`config.mk`:
```
export PLATFORM = sky130hd
export DESIGN_NAME = demux_tdm_14
export DESIGN_NICKNAME = d
export VERILOG_FILES = /design/src/rtl/demux_tdm_14_pkg.sv /design/src/rtl/demux_tdm_14_shift_ch.sv /design/src/rtl/demux_tdm_14.sv
export SDC_FILE = /design/constraint.sdc
export NUM_CORES = 1
export LEC_CHECK = 0
export ABC_AREA = 1
export CORE_MARGIN = 5
export CORE_UTILIZATION = 35
export DETAILED_ROUTE_END_ITERATION = 6
export PLACE_DENSITY = 0.61
export SYNTH_ARGS = -nofsm -noshare
export SYNTH_HDL_FRONTEND = slang
export SYNTH_SLANG_ARGS = --single-unit
```
`constraint.sdc`:
```
create_clock -name clk -period 1.7 [get_ports clk]
set_input_delay 0.34 -clock clk [delete_from_list [all_inputs] [get_ports clk]]
set_output_delay 0.34 -clock clk [all_outputs]
set_load 0.02 [all_outputs]
```
`src/rtl/demux_tdm_14_pkg.sv`:
```
// Shared definitions for the 4-channel TDM link: state encodings, slot geometry, slot decode.
package demux_tdm_14_pkg;

    localparam int unsigned SLOT_W = 2;
    localparam int unsigned NUM_CH = 4;

    // Receiver FSM states
    localparam logic [0:0] HUNT = 1'b0;
    localparam logic [0:0] RECV = 1'b1;

    typedef logic [SLOT_W-1:0] slot_t;

    // One-hot channel enable for the given slot, all-zero when not enabled
    function automatic logic [NUM_CH-1:0] slot_decode(input slot_t s, input logic en);
        return en ? (NUM_CH'(1) << s) : '0;
    endfunction

endpackage

```
`src/rtl/demux_tdm_14_shift_ch.sv`:
```
// Per-channel MSB-first shift register. A clear that coincides with an enable
// restarts the register with the incoming bit as its first bit.
module demux_tdm_14_shift_ch #(
    parameter int unsigned WIDTH = 8
) (
    input  logic             clk,
    input  logic             rst_n,
    input  logic             en,
    input  logic             clr,
    input  logic             din,
    output logic [WIDTH-1:0] q
);

    // Shift left with LSB in; clear has priority over a plain shift
    always_ff @(posedge clk or negedge rst_n) begin
        if (!rst_n) begin
            q <= '0;
        end else if (clr) begin
            q <= en ? {{(WIDTH-1){1'b0}}, din} : '0;
        end else if (en) begin
            q <= {q[WIDTH-2:0], din};
        end
    end

endmodule

```
`src/rtl/demux_tdm_14.sv`:
```
// Receive-side demultiplexer of the 4-channel bit-interleaved TDM link.
// Tracks the slot, steers bits into per-channel shift registers and presents
// all four words at once with a one-cycle valid strobe.
module demux_tdm_14
    import demux_tdm_14_pkg::*;
#(
    parameter int unsigned WIDTH     = 8,
    parameter int unsigned BIT_CNT_W = 3
) (
    input  logic             clk,
    input  logic             rst_n,
    input  logic             din,
    input  logic             din_valid,
    input  logic             frame_sync,
    output logic [WIDTH-1:0] Y0,
    output logic [WIDTH-1:0] Y1,
    output logic [WIDTH-1:0] Y2,
    output logic [WIDTH-1:0] Y3,
    output logic             out_valid,
    output logic             A,
    output logic             B,
    output logic             sync_err
);

    if ((1 << BIT_CNT_W) < WIDTH) begin : g_bad_bit_cnt_w
        $error("BIT_CNT_W too small for WIDTH");
    end

    logic [0:0]           state;
    slot_t                slot;
    logic [BIT_CNT_W-1:0] bit_cnt;

    logic                 take;
    logic                 resync;
    logic                 last_bit;
    slot_t                ch_sel;
    logic [NUM_CH-1:0]    ch_en;
    logic [WIDTH-1:0]     sh [NUM_CH];

    // Bit steering: a sync bit always lands in ch0; HUNT only accepts sync bits
    always_comb begin
        take     = din_valid & ((state == RECV) | frame_sync);
        resync   = din_valid & frame_sync & (state == RECV);
        last_bit = din_valid & ~frame_sync & (state == RECV)
                   & (slot == slot_t'(NUM_CH - 1))
                   & (bit_cnt == BIT_CNT_W'(WIDTH - 1));
        ch_sel   = frame_sync ? '0 : slot;
        ch_en    = slot_decode(ch_sel, take);
    end

    for (genvar i = 0; i < NUM_CH; i++) begin : g_ch
        demux_tdm_14_shift_ch #(
            .WIDTH (WIDTH)
        ) u_shift (
            .clk   (clk),
            .rst_n (rst_n),
            .en    (ch_en[i]),
            .clr   (resync),
            .din   (din),
            .q     (sh[i])
        );
    end

    // FSM plus slot / bit counters; nothing moves on cycles without din_valid
    always_ff @(posedge clk or negedge rst_n) begin
        if (!rst_n) begin
            state   <= HUNT;
            slot    <= '0;
            bit_cnt <= '0;
        end else if (din_valid) begin
            if (frame_sync) begin
                // Frame start in HUNT, or mid-frame resync in RECV: both restart at slot 1
                state   <= RECV;
                slot    <= slot_t'(1);
                bit_cnt <= '0;
            end else if (state == RECV) begin
                if (last_bit) begin
                    state   <= HUNT;
                    slot    <= '0;
                    bit_cnt <= '0;
                end else begin
                    slot <= slot + 1'b1;
                    if (slot == slot_t'(NUM_CH - 1)) begin
                        bit_cnt <= bit_cnt + 1'b1;
                    end
                end
            end
        end
    end

    // Output words and strobes; ch3's final bit is still on din when the frame completes
    always_ff @(posedge clk or negedge rst_n) begin
        if (!rst_n) begin
            Y0        <= '0;
            Y1        <= '0;
            Y2        <= '0;
            Y3        <= '0;
            out_valid <= 1'b0;
            sync_err  <= 1'b0;
        end else begin
            out_valid <= last_bit;
            sync_err  <= resync;
            if (last_bit) begin
                Y0 <= sh[0];
                Y1 <= sh[1];
                Y2 <= sh[2];
                Y3 <= {sh[3][WIDTH-2:0], din};
            end
        end
    end

    assign A = slot[1];
    assign B = slot[0];

endmodule

```
==> flow_summary.ini <==
[run_status]
status = completed

[place]
routabilityCongestion = 0.773
placed_area_um2 = 3690
port_buffers = 40
post-place-ws_ns = -0.127
dpl.hpwl_um = 4380

[synthesis]
synth_top_area_share_pct = 57.3
synth_most_common_cell = nand2_1
netlist_instances = 338
synthTopCellsByArea = dfrtp_1, nand2_1, nand4_1
netlist_area_um2 = 3100
syn-num-nets = 346
ys_top_cells_by_count = nand2_1, dfrtp_1, nand4_1, inv_1, nand3_1
ys_async_sr_fraction_pct = 100
avgSynthCellArea_um2 = 9.18
synth_top_cell_by_area = dfrtp_1
yosysWarnings = 0
ys_ff_latch = 71
synth_edf_count = 0
ys_seq_area_share_pct = 57.3
ys_types = 19
synthFlopType = dfrtp_1

[final_layout]
area_delta_synth_final_pct = 25.3
finalInstanceArea_um2 = 3890
final_layout_size_suffix_gt1_share_pct = 13.7
diodes = 0
fin_util_pct = 44.8
finalNetCount = 392

[worst_setup_path]
cp-end-kind = output port
cp.buffers_inverters = 1
cp_top_family = buffers and inverters
path_cells = clkdlybuf4s50_1
critPathRequiredTime_ns = 1.36
arrival_ns = 1.31
path_class = flip-flop to output port
critPathMaxFanout = 2
rrSetupSlack_ns = 0.24
cp_slowest_stage_delay_ns = 0.61
cp-start-kind = flip-flop
crit_slowest_cell = clkdlybuf4s50_1

[power]
internal_power_mw = 2.51
switching_share_pct = 25.5
vdd_drop_max_v = 0.000298
power_density_nw_per_um2 = 865
seqPwrFrac_pct = 54.2
p_sw_mw = 0.859
pwr-share-clk_pct = 35.4
p_total_mw = 3.36
p_leak_nw = 2.18
pwr-share-comb_pct = 10.4

[sta]
period_share_pct = 96.8
slew_viol_final = 0
fin_skew_ns = 0.00574
maxSlewHeadroom_pct = 66.5
rsz0062_at_grt = false
worst_pin_slew_ns = 0.503
hold_viol_final = 0
setup_slack_ns = 0.0540
fmax_mhz = 608
timing.final.crit_period_ns = 1.65
setup_viol = 0

[grt]
grt_first_pass_wirelength_um = 11200
overflow = 0
grt_pass1_vias = 2322
grt_antenna_before_repair = 0
grt.total_usage_pct = 12.5
grt_max_degree = 33

[die]
die-width_um = 104
num_rows = 34
core_region_area_um2 = 8680
start_util_pct = 35.8
die_h_um = 104
dieArea_um2 = 10800
io_pins = 41

[cts]
clk_pin_slew_ns = 0.07
cts_buffers = 9
worstSkewPairLatency_ns = 0.34
post-cts-setup-buffers = 0
ctsHtreeMaxLevel = 3
cts-root-buf = clkbuf_8
cts_tree = done
clock_path_buffers = 2
cts.sinks = 71

[detailed_routing]
postRouteAntennaNets = 0
drcViolationCount = 0
via_per_inst = 4.76
vias = 2349
finalWirelength_um = 6410
drtIter0Drc = 79
dr.pass1.iters = 4
avgRoutedWirePerCell_um = 13.0

[hold_path]
hold_path_class = flip-flop to flip-flop

[flow_run]
drv_cap = 0
[placed cells by master (no fill, tap or decap), types with 4 or more instances in the layout]
master / Yosys / routed
nand2_1: 123 / 123
dfrtp_1: 71 / 71
nand4_1: 34 / 34
clkdlybuf4s50_1: 0 / 29
inv_1: 26 / 26
nand3_1: 19 / 19
o21ai_2: 17 / 17
clkbuf_8: 0 / 12
buf_4: 1 / 10
dlymetal6s2s_1: 0 / 8
o21ai_1: 7 / 7
o21ai_0: 6 / 6
buf_12: 0 / 5
nor2_1: 4 / 4
[state kept, by name, indices dropped and copies added, names as in the netlist]
signal,cells
g_ch.u_shift.q,31
Y0,8
slot,2
Y3,8
Y1,8
sync_err,1
out_valid,1
Y2,8
bit_cnt,3
state,1
[per-stage QoR]
stage	setup TNS [ns]	hold slack, ns	std cells
global placement	-1.41	0.342	480
floorplan	0	0.0444	338
global route	0	0.496	494
CTS	0	0.477	494
detailed placement	-1.97	0.335	480
finish	0	0.467	494
[cell type report]
| type | instances | area [um^2] |
|---|---|---|
| multi-input cells | 220 | 1110 |
| clock inverters | 1 | 5.00 |
| repair buffers | 56 | 598 |
| flip-flops and latches | 71 | 1780 |
| clock buffers | 12 | 165 |
| inverters | 26 | 97.6 |
| well taps | 108 | 135 |
| fillers | 868 | 4790 |
[path summary, 6_finish.rpt]
kind	startpoint	endpoint	cells past startpoint
worst min-delay path	Y0[6]	Y0[6]	2
worst max-delay path	Y0[2]	Y0[2]	1
min in group asynchronous	rst_n	g_ch[1].u_shift.q[2]	2
worst min register to register	Y0[6]	Y0[6]	2
worst max register to register	slot[0]	Y2[4]	7
max in group asynchronous	rst_n	g_ch[2].u_shift.q[3]	3
[power by group through the flow]
stage                     logic [mW]  registers (mW)  clock network (mW)
after detailed placement       0.361            1.85                   0
after floorplan                0.223            1.85                   0
after CTS                      0.358            1.82                1.23
final                          0.351            1.82                1.19
after global routing           0.399            1.83                1.30
after global placement         0.351            1.85                   0
[kinds of logic (layout without fill, tap and decap cells)]
family,after synthesis,in the layout,synth area share (%)
adders and majority gates,3,3,1.21
and+or+nand+nor,187,187,27.7
buffers and inverters,47,95,6.98
AOI/OAI and AO/OA,30,30,6.89
DFF,71,71,57.3
[metal layers]
metal	vias to the layer above	global-route usage [%]	share of wire (%)
met2	43	19.1	47
met1	1101	16.6	47
met3	5	4.10	4.8
met4	0	4.90	1.3
li1	1200	-	-
met5	-	0	0
[worst min-delay path: stages (launching register included)]
cell	delay, ns
dfrtp_1	0.34
nand2_1	0.05
nand2_1	0.04
[what timing repair did]
action / in CTS / in global routing
endpoints found under the setup margin: 2 / 8
hold buffers: 1 / 0
gates resized for setup: 2 / 8
hold endpoints to repair: 17 / 0
Power figures use the tool's default switching activity.
